`src/rtl/aes128_package.sv`:
```
// rtl/aes128_package.sv - GF(2^8) helpers and basis matrices for the masked S-box datapath
package aes128_package;

    // Row i selects the input bits whose parity forms output bit i.
    typedef logic [7:0][7:0] bv8_matrix_t;

    // The inverter works directly in the AES polynomial basis, so the input map is the identity
    // and the output map folds in the linear part of the AES affine transform.
    localparam bv8_matrix_t IN_BASIS  = {8'h80, 8'h40, 8'h20, 8'h10, 8'h08, 8'h04, 8'h02, 8'h01};
    localparam bv8_matrix_t OUT_BASIS = {8'hF8, 8'h7C, 8'h3E, 8'h1F, 8'h8F, 8'hC7, 8'hE3, 8'hF1};
    localparam logic [7:0]  AFFINE_CONST = 8'h63;

    function automatic int num_4stage_inv_random(input int num_shares);
        return 16 * num_shares * (num_shares - 1);
    endfunction

    function automatic logic [7:0] bv8_mat_mul(input bv8_matrix_t m, input logic [7:0] x);
        logic [7:0] y;
        for (int i = 0; i < 8; i++) begin
            y[i] = ^(m[i] & x);
        end
        return y;
    endfunction

    function automatic logic [7:0] gf_mul(input logic [7:0] a, input logic [7:0] b);
        logic [7:0] p;
        logic [7:0] aa;
        p  = '0;
        aa = a;
        for (int i = 0; i < 8; i++) begin
            if (b[i]) begin
                p = p ^ aa;
            end
            aa = {aa[6:0], 1'b0} ^ (aa[7] ? 8'h1B : 8'h00);
        end
        return p;
    endfunction

    function automatic logic [7:0] gf_sq(input logic [7:0] a);
        return gf_mul(a, a);
    endfunction

endpackage

```
`src/rtl/masked_4stage_bv8_inv.sv`:
```
// rtl/masked_4stage_bv8_inv.sv - four-stage masked GF(2^8) inverter (x^254 via four DOM multiplications)
module masked_4stage_bv8_inv
    import aes128_package::*;
#(
    parameter int  NUM_SHARES = 2,
    localparam int NUM_RANDOM = num_4stage_inv_random(NUM_SHARES)
) (
    input  logic                         in_clock,
    input  logic                         in_reset,
    input  logic [NUM_SHARES-1:0][7:0]   in_a,
    input  logic [NUM_RANDOM-1:0]        in_random,
    output logic [NUM_SHARES-1:0][7:0]   out_b
);

    localparam int NUM_PAIRS   = NUM_SHARES * (NUM_SHARES - 1) / 2;
    localparam int RND_PER_MUL = 8 * NUM_PAIRS;

    typedef logic [NUM_SHARES-1:0][7:0]                 shares_t;
    typedef logic [NUM_SHARES-1:0][NUM_SHARES-1:0][7:0] cross_t;

    function automatic int pair_index(input int i, input int j);
        return i * (2 * NUM_SHARES - i - 1) / 2 + (j - i - 1);
    endfunction

    // Cross products are refreshed with a shared random byte per share pair before being registered;
    // only the next stage compresses them back into NUM_SHARES shares.
    function automatic cross_t dom_cross(input shares_t a, input shares_t b,
                                         input logic [RND_PER_MUL-1:0] r);
        cross_t c;
        for (int i = 0; i < NUM_SHARES; i++) begin
            for (int j = 0; j < NUM_SHARES; j++) begin
                c[i][j] = gf_mul(a[i], b[j]);
                if (i < j) begin
                    c[i][j] = c[i][j] ^ r[8*pair_index(i, j) +: 8];
                end else if (i > j) begin
                    c[i][j] = c[i][j] ^ r[8*pair_index(j, i) +: 8];
                end
            end
        end
        return c;
    endfunction

    function automatic shares_t compress(input cross_t c);
        shares_t s;
        for (int i = 0; i < NUM_SHARES; i++) begin
            s[i] = '0;
            for (int j = 0; j < NUM_SHARES; j++) begin
                s[i] = s[i] ^ c[i][j];
            end
        end
        return s;
    endfunction

    cross_t  s1_c, s2_c, s3_c, s4_c;
    shares_t s1_x2, s2_x2, s3_x2, s2_a12;
    shares_t x2, a3, a12, a15, a240, a252;

    // Exponent chain: x^3 = x*x^2, x^15 = x^3*x^12, x^252 = x^240*x^12, x^254 = x^252*x^2.
    always_comb begin
        a3   = compress(s1_c);
        a15  = compress(s2_c);
        a252 = compress(s3_c);
        out_b = compress(s4_c);
        for (int i = 0; i < NUM_SHARES; i++) begin
            x2[i]   = gf_sq(in_a[i]);
            a12[i]  = gf_sq(gf_sq(a3[i]));
            a240[i] = gf_sq(gf_sq(gf_sq(gf_sq(a15[i]))));
        end
    end

    always_ff @(posedge in_clock) begin
        if (in_reset) begin
            s1_c   <= '0;
            s2_c   <= '0;
            s3_c   <= '0;
            s4_c   <= '0;
            s1_x2  <= '0;
            s2_x2  <= '0;
            s3_x2  <= '0;
            s2_a12 <= '0;
        end else begin
            s1_c   <= dom_cross(in_a, x2,      in_random[0*RND_PER_MUL +: RND_PER_MUL]);
            s1_x2  <= x2;
            s2_c   <= dom_cross(a3,   a12,     in_random[1*RND_PER_MUL +: RND_PER_MUL]);
            s2_a12 <= a12;
            s2_x2  <= s1_x2;
            s3_c   <= dom_cross(a240, s2_a12,  in_random[2*RND_PER_MUL +: RND_PER_MUL]);
            s3_x2  <= s2_x2;
            s4_c   <= dom_cross(a252, s3_x2,   in_random[3*RND_PER_MUL +: RND_PER_MUL]);
        end
    end

endmodule

```
`src/rtl/masked_sbox_serial.sv`:
```
// rtl/masked_sbox_serial.sv - byte-serial masked AES SubBytes over a shared 128-bit state
module masked_sbox_serial
    import aes128_package::*;
#(
    parameter int  NUM_SHARES = 2,
    localparam int NUM_RANDOM = num_4stage_inv_random(NUM_SHARES)
) (
    input  logic                          in_clock,
    input  logic                          in_reset,
    input  logic                          in_start,
    input  logic [NUM_SHARES-1:0][127:0]  in_state,
    input  logic [NUM_RANDOM-1:0]         in_random,
    output logic [NUM_SHARES-1:0][127:0]  out_state,
    output logic                          out_busy,
    output logic                          out_done
);

    typedef enum logic [1:0] {ST_IDLE, ST_ISSUE, ST_DRAIN} state_t;

    state_t state, state_next;

    logic [NUM_SHARES-1:0][127:0] issue_sreg;
    // Only 15 bytes are buffered; the 16th goes straight from the datapath into out_state.
    logic [NUM_SHARES-1:0][119:0] collect_sreg;
    logic [3:0]                   issue_cnt;
    logic [3:0]                   collect_cnt;
    logic [3:0]                   valid_pipe;
    logic [NUM_SHARES-1:0][7:0]   inv_in, inv_out, sub_byte;
    logic                         accept, issuing, collecting, last_collect;

    always_comb begin
        state_next = state;
        accept     = 1'b0;
        issuing    = 1'b0;
        case (state)
            ST_IDLE: begin
                if (in_start) begin
                    accept     = 1'b1;
                    state_next = ST_ISSUE;
                end
            end
            ST_ISSUE: begin
                issuing = 1'b1;
                if (issue_cnt == 4'd15) begin
                    state_next = ST_DRAIN;
                end
            end
            ST_DRAIN: begin
                if (last_collect) begin
                    state_next = ST_IDLE;
                end
            end
            default: state_next = ST_IDLE;
        endcase
    end

    assign collecting   = valid_pipe[3];
    assign last_collect = collecting && (collect_cnt == 4'd15);
    assign out_busy     = (state != ST_IDLE);

    // Every operation here is share-local; share mixing happens only inside the inverter.
    always_comb begin
        for (int s = 0; s < NUM_SHARES; s++) begin
            inv_in[s]   = issuing ? bv8_mat_mul(IN_BASIS, issue_sreg[s][7:0]) : 8'h00;
            sub_byte[s] = bv8_mat_mul(OUT_BASIS, inv_out[s]) ^ ((s == 0) ? AFFINE_CONST : 8'h00);
        end
    end

    masked_4stage_bv8_inv #(
        .NUM_SHARES (NUM_SHARES)
    ) u_inv (
        .in_clock  (in_clock),
        .in_reset  (in_reset),
        .in_a      (inv_in),
        .in_random (in_random),
        .out_b     (inv_out)
    );

    always_ff @(posedge in_clock) begin
        if (in_reset) begin
            state        <= ST_IDLE;
            issue_sreg   <= '0;
            collect_sreg <= '0;
            issue_cnt    <= '0;
            collect_cnt  <= '0;
            valid_pipe   <= '0;
            out_state    <= '0;
            out_done     <= 1'b0;
        end else begin
            state      <= state_next;
            out_done   <= last_collect;
            valid_pipe <= {valid_pipe[2:0], issuing};

            if (accept) begin
                issue_sreg  <= in_state;
                issue_cnt   <= '0;
                collect_cnt <= '0;
            end else if (issuing) begin
                for (int s = 0; s < NUM_SHARES; s++) begin
                    issue_sreg[s] <= {8'h00, issue_sreg[s][127:8]};
                end
                if (issue_cnt != 4'd15) begin
                    issue_cnt <= issue_cnt + 4'd1;
                end
            end

            if (collecting) begin
                for (int s = 0; s < NUM_SHARES; s++) begin
                    collect_sreg[s] <= {sub_byte[s], collect_sreg[s][119:8]};
                end
                if (collect_cnt != 4'd15) begin
                    collect_cnt <= collect_cnt + 4'd1;
                end
            end

            if (last_collect) begin
                for (int s = 0; s < NUM_SHARES; s++) begin
                    out_state[s] <= {sub_byte[s], collect_sreg[s]};
                end
            end
        end
    end

endmodule

```
`config.mk`:
```
export PLATFORM = sky130hd
export DESIGN_NAME = masked_sbox_serial
export DESIGN_NICKNAME = d
export VERILOG_FILES = /design/src/rtl/aes128_package.sv /design/src/rtl/masked_4stage_bv8_inv.sv /design/src/rtl/masked_sbox_serial.sv
export SDC_FILE = /design/constraint.sdc
export NUM_CORES = 2
export LEC_CHECK = 0
export BUFFER_PORTS_ARGS = -buffer_cell sky130_fd_sc_hd__buf_2
export CAP_MARGIN = 10
export CORE_MARGIN = 4
export CORE_UTILIZATION = 45
export CTS_BUF_LIST = sky130_fd_sc_hd__clkbuf_8
export DETAILED_ROUTE_END_ITERATION = 10
export GPL_TIMING_DRIVEN = 0
export PLACE_DENSITY = 0.74
export SKIP_CTS_REPAIR_TIMING = 1
export SLEW_MARGIN = 20
export SYNTH_ARGS = -nofsm -noshare
export SYNTH_HDL_FRONTEND = slang
export SYNTH_SLANG_ARGS = --single-unit
```
`constraint.sdc`:
```
create_clock -name in_clock -period 12.7 [get_ports in_clock]
set_input_delay 1.27 -clock in_clock [delete_from_list [all_inputs] [get_ports in_clock]]
set_output_delay 1.27 -clock in_clock [all_outputs]
set_load 0.02 [all_outputs]
```
======== Word level (Yosys, flattened, before mapping) ========
Index checks and enable logic that the tools add are counted.
storage, ports and cells
  register bits ........................... 959
  bits of input ports ..................... 291
  output and inout bits ................... 258
operators by class
  add/subtract/negate cells ............... 2
  eq/ne operators ......................... 9
  multiplexer cells ....................... 500
  bitwise gates (word level) .............. 353
  reductions and logical operators ........ 39
operator list
  kind                                                  count
  2-to-1 mux 8 bit                                      362
  bitwise XOR 8 bit                                     350
  2-to-1 mux 5 bit                                      126
  2-to-1 mux 256 bit                                    2
  XOR reduction 8 bit                                   32
  bitwise XOR 8 x 5 -> 8 bit                            2
  2-to-1 mux 4 bit                                      3
  adder 4 x 1 -> 4 bit (second input constant)          2
  equality test 4 bit (second input constant)           2
  != test 4 bit (second input constant)                 2
  2-to-1 mux 2 bit                                      3
  != test 2 bit (second input constant)                 3
  case mux 2 bit (3 select lines)                       1
  inverter 4 bit                                        1
  nonzero test 2 bit                                    2
  2-to-1 mux 1 bit                                      3
  AND reduction 3 bit                                   1
  equality test 2 x 1 -> 1 bit (second input constant)  1
  equality test 2 bit (second input constant)           1
  logical NOT 2 bit                                     1
  AND reduction 2 bit                                   1
  OR reduction 2 bit                                    1
  logical AND 1 bit                                     1

======== Longest topological paths before layout ========
  depth in word-level cells ............... 89
  gate-level depth with buffers ........... 37
  depth with buffers taken out ............ 33

======== Hierarchy ========
From an unflattened synthesis, not the netlist that was laid out.
unflattened totals
  cell total of the unflattened synthesis .. 7058
  area, all modules ....................... 58320.9 um^2
modules (own cells, without submodules)
  module                 instances  cells each  area an instance (um^2)  sequential area each (um^2)
  masked_4stage_bv8_inv  1          4391        31300.0                  3843.7
  masked_sbox_serial     1          2667        27020.9                  15354.7

======== Least setup slack after synthesis ========
No wires, ideal clock.
  path kind ............................... register to register
  from .................................... reg u_inv.s2_c[15] in the netlist's numbering
  to ...................................... reg u_inv.s3_c[12] in the netlist's numbering
  setup time .............................. 128 ps
  data arrival time ....................... 8391 ps
  path slack .............................. 4182 ps
  cell stages (with the launch flop) ...... 37
  path through ............................ dfxtp_1 xnor2_1 clkinv_1 clkbuf_1 ha_1 xnor3_1 nand2_1 or4_1 a211oi_2 a211oi_2 nor2_1 xnor2_1 xor2_1 o21ai_1 xnor3_1 inv_2 buf_2 ha_1 a21oi_1 o21ai_0 xnor2_1 xnor2_1 inv_1 ha_1 clkbuf_1 nand2_1 xor2_1 xnor2_2 xor3_1 xnor2_1 mux2_2 a221oi_1 xor2_1 xnor2_1 xnor2_1 xnor2_1 nor2_1
on the way
  cells in the longest elaborated chain, start to end .. 87
RTL lines
  element                                                       line                                        source
  start: declaration                                            masked_4stage_bv8_inv.sv:54                 cross_t s1_c, s2_c, s3_c, s4_c;
  start signal: assignment                                      masked_4stage_bv8_inv.sv:84                 s2_c <= dom_cross(a3, a12, in_random[1*RND_PER_MUL +: RND_PER_MUL]);
  bitwise XOR 8 bit *                                           masked_4stage_bv8_inv.sv:48                 s[i] = s[i] ^ c[i][j];
  2-to-1 mux 5 bit / 2-to-1 mux 8 bit (equally long branches)   aes128_package.sv:34, aes128_package.sv:31
  bitwise XOR 8 bit, on equally long branches                   aes128_package.sv:34, aes128_package.sv:32
  bitwise XOR 8 bit / 2-to-1 mux 8 bit (equally long branches)  aes128_package.sv:32, aes128_package.sv:31
  2-to-1 mux 8 bit / bitwise XOR 8 bit (equally long branches)  aes128_package.sv:31, aes128_package.sv:32
  bitwise XOR 8 bit / 2-to-1 mux 8 bit (equally long branches)  aes128_package.sv:32, aes128_package.sv:31
  2-to-1 mux 8 bit / bitwise XOR 8 bit (equally long branches)  aes128_package.sv:31, aes128_package.sv:32
  bitwise XOR 8 bit / 2-to-1 mux 8 bit (equally long branches)  aes128_package.sv:32, aes128_package.sv:31
  (+71 left out)                                                n/a
  2-to-1 mux 8 bit                                              masked_4stage_bv8_inv.sv:72                 if (in_reset) begin
  bitwise XOR 8 bit                                             aes128_package.sv:32                        p = p ^ aa;
  2-to-1 mux 8 bit                                              aes128_package.sv:31                        if (b[i]) begin
  2-to-1 mux 8 bit                                              masked_4stage_bv8_inv.sv:72
  bitwise XOR 8 bit                                             aes128_package.sv:32
  2-to-1 mux 8 bit *                                            aes128_package.sv:31
  2-to-1 mux 8 bit *                                            masked_4stage_bv8_inv.sv:72
  bitwise XOR 8 bit *                                           masked_4stage_bv8_inv.sv:34                 c[i][j] = c[i][j] ^ r[8*pair_index(i, j) +: 8];
  end signal: assignment                                        masked_4stage_bv8_inv.sv:87                 s3_c <= dom_cross(a240, s2_a12, in_random[2*RND_PER_MUL +: RND_PER_MUL]);
  end: declaration                                              masked_4stage_bv8_inv.sv:54
Every way passes the cells marked *; elsewhere a longest branch is shown, timed or not. The select of a mux whose other input is x is not followed.
A chain may end at the register's enable or synchronous reset.

======== Worst setup path after layout ========
  from .................................... reg u_inv.s2_c[15] in the netlist's numbering
  to ...................................... reg u_inv.s3_c[5] in the netlist's numbering
on the way
  cells in the longest elaborated chain, start to end .. 85
RTL lines
  element              line                         source
  bitwise XOR 8 bit *  masked_4stage_bv8_inv.sv:48
  2-to-1 mux 5 bit     aes128_package.sv:34         aa = {aa[6:0], 1'b0} ^ (aa[7] ? 8'h1B : 8'h00);
  bitwise XOR 8 bit    aes128_package.sv:34
  bitwise XOR 8 bit    aes128_package.sv:32
  2-to-1 mux 8 bit     aes128_package.sv:31
  bitwise XOR 8 bit    aes128_package.sv:32
  2-to-1 mux 8 bit     aes128_package.sv:31
  bitwise XOR 8 bit    aes128_package.sv:32
  (+69 left out)       n/a
  bitwise XOR 8 bit    aes128_package.sv:32
  2-to-1 mux 8 bit     aes128_package.sv:31
  2-to-1 mux 8 bit     masked_4stage_bv8_inv.sv:72
  bitwise XOR 8 bit    aes128_package.sv:32
  2-to-1 mux 8 bit     aes128_package.sv:31
  2-to-1 mux 8 bit     masked_4stage_bv8_inv.sv:72
  bitwise XOR 8 bit    aes128_package.sv:32
  2-to-1 mux 8 bit *   aes128_package.sv:31
Marked as above.

==> results.toml <==
[sta]
worst-slew-pin-transition_ns = 1.21
report.final.hold_viol_count = 0
worst_clock_skew_ns = 0.0515
final.min_clock_period_ns = 10.82
max-slew-margin-rel_pct = 18.5
fmax_achieved_ghz = 0.0924
timing_max_transition_violations_final = 0
unrepaired_setup_endpoints_after_global_routing = "no"
setup_tns_ns = 0
setup_viol_count_final = 0
final_min_period_over_clock_period_pct = 85.2

[yosys]
postSynthCellCount = 7585
cell_area_after_synthesis_um2 = 59000
post_synth_main_area_contributors = "dfxtp_1 33%, xnor2_1 17%, nand2_1 9.5%"
synthesis.area_per_instance_um2 = 7.78
seq_area_frac_synth_pct = 32.5
edff_count_synth = 0
synthDominantAreaCellType = "dfxtp_1"
async_flop_share_pct = 0
ys.flop_type = "dfxtp_1"
mappedNetlistNets = 7892
synthesis.yosys.warnings = 0
synth_top_cell_area_share_pct = 32.5
netlist-cell-type-count = 100
synthesis_stage_register_bit_count = 959

[cts]
clk_root_buffer_cell = "clkbuf_8"
clkTransAtPathRegs_ns = 0.06
cts_buffers = 155
numClockSinks = 959
tritoncts = "done"
clk_latency_ns = 0.88
h_tree_depth = 4
clock_tree.buffer_depth = 3

[floorplan]
die_area_um2 = 137000
dieHeight_um = 370
dieWidth_um = 370
num_rows = 132
coreArea_um2 = 130000
pin_count = 549
initial_core_util_pct = 45.4

[setup_path]
cpPeakStageDelay_ns = 0.73
endpoint_kind = "flop"
cp.required_ns = 13.42
critical-path-slowest-cell = "xnor2_1"
critical_path_arrival_ns = 11.54
crit_path_max_fanout = 10
setup.worst_path.start = "u_inv.s2_c[15]$_SDFF_PP0_"
critical_path.startpoint_type = "flop"
critical_path.reg2reg.startpoint = "u_inv.s2_c[15]$_SDFF_PP0_"
timing_worst_setup_path_type = "reg2reg"
critical_path.most_common_cell = "xnor2_1"

[place]
gp_congestion = 0.996
place_hpwl_mm = 155
placement.io_buffers = 547

[final_layout]
fill_cells = 12492
layout.area.seq_um2 = 19200
multi_input_gate_area_um2 = 37500
area_delta_synth_final_pct = 14.3
fin_nets = 8596
layout-drive-gt1-share_pct = 10.8

[routing]
detail-route-antenna-nets = 0
viasPerCell = 5.51
route.detailed.drc = 0
drt-wirelength-per-cell_um = 19.9
detail_route.iter0.violations = 5198
detailroute.via_count = 56046
wl_mm = 203
first_pass_iters = 6

[run]
drv.max_cap_violation_count = 0

[hold_path]
worst_hold_path_type = "reg2reg"
hold_path.startpoint = "valid_pipe[1]$_SDFF_PP0_"

[grt]
gr-total-overflow = 0
global_route.usage.met3_pct = 6.04
number_of_antenna_violations_at_the_first_check_in_global_routing = 26
groute.layer.met1.usage_pct = 36.5
grt_max_degree = 17
first_global_vias = 53095
top_usage_layer = "met2"
grt_usage_pct = 28.1
grt_util_met2_pct = 45.6
grt_pass1_wl_mm = 306

[outcome]
result_of_the_run = "complete, no violations"
-- flip-flops by register name (all words and copies together), names as in the netlist, 16 cells and up --
name          flops
u_inv.s3_c       32
collect_sreg    240
out_state       256
u_inv.s1_x2      16
u_inv.s2_c       32
u_inv.s2_x2      16
u_inv.s2_a12     16
u_inv.s4_c       32
u_inv.s3_x2      16
issue_sreg      256
u_inv.s1_c       32
-- routing by layer --
metal  part of all wire, %  vias up
met5                 0.045        -
met4                   3.9       14
met1                    41    26410
met3                   8.8      457
met2                    46     2433
li1                      -    26732
-- cells in the mapped netlist, types with 24 or more instances --
library cell  count
nand2_1        1496
xnor2_1        1118
dfxtp_1         959
nor2_1          868
a21oi_1         709
clkbuf_1        490
xor2_1          310
a22oi_1         278
mux2i_1         267
o21ai_0         197
nand3_1          81
nor3_1           73
o22ai_1          64
xnor3_1          50
nor2b_1          48
buf_1            45
a211oi_1         41
inv_1            33
and2_1           29
a221oi_1         24
xnor2_2          24
-- path summary, 6_finish.rpt --
kind | endpoint | slack [ns] | depth (start not counted)
max reg2reg | u_inv.s3_c[5]$_SDFF_PP0_ | 1.88 | 36
max | u_inv.s3_c[5]$_SDFF_PP0_ | 1.88 | 36
min | valid_pipe[2]$_SDFF_PP0_ | 0.41 | 1
min reg2reg | valid_pipe[2]$_SDFF_PP0_ | 0.41 | 1
-- per-stage QoR --
step	util [%]	worst slack, ns	instances	instance area (um2)	hold WS [ns]
2_1_floorplan	-	4.18	7585	59000	0.414
3_3_place_gp	49.2	2.15	9874	64000	0.418
3_5_place_dp	49.2	2.05	9874	64000	0.420
4_1_cts	51.8	1.97	10148	67400	0.391
5_1_grt	51.9	1.12	10155	67400	0.431
6_report	51.9	1.88	10173	67500	0.408
-- kinds of logic after synthesis --
family,share of synthesized area [%]
xor gates and xnor gates,24.6
buffers and inverters,3.95
and+or+nand+nor,18.4
DFF,32.5
AOI/OAI and AO/OA,15.4
adders and majority gates,0.339
muxes,4.74
-- cells in the final DEF (no fill, tap or decap), types with 11 or more instances in the layout --
cell type,instances
nand2_1,1496
or3_1,14
xnor2_2,28
xnor3_1,50
ha_1,16
a211oi_1,41
clkbuf_1,486
a21oi_1,709
nor4_1,12
nor3_1,73
nand3_1,81
dfxtp_1,959
a22oi_1,278
mux2i_1,267
o22ai_1,64
and3_1,14
and2_1,29
buf_1,45
inv_1,73
clkinv_2,16
o211ai_1,19
o21a_1,11
nor2_1,868
a221oi_1,24
buf_2,566
o21ai_0,197
xnor2_1,1114
a31oi_1,21
nor2b_1,48
nand2b_1,22
clkbuf_8,192
diode_2,25
xor2_1,309
-- layout make-up --
cell class | count | share of cell area [%]
Buffer | 562 | 3.22
Antenna cell | 25 | 0.0927
Clock inverter | 82 | 1.12
Clock buffer | 192 | 3.92
Tap cell | 1742 | 3.23
Sequential cell | 959 | 28.5
Inverter | 44 | 0.245
Timing Repair Buffer | 547 | 4.06
Multi-Input combinational cell | 6020 | 55.7
-- critical path, delay by kind of cell, from the launching register on --
kind / cells / cell delay (ns)
and+or+nand+nor: 7 / 1.60
muxes: 1 / 0.28
adders and majority gates: 3 / 1.11
buffers and inverters: 7 / 1.54
AOI/OAI and AO/OA: 3 / 0.46
xor gates and xnor gates: 15 / 5.38
DFF: 1 / 0.30
Power is left out: the tool's default activity adds up to more than one toggle a clock period on the data nets, which glitch-free logic cannot reach.
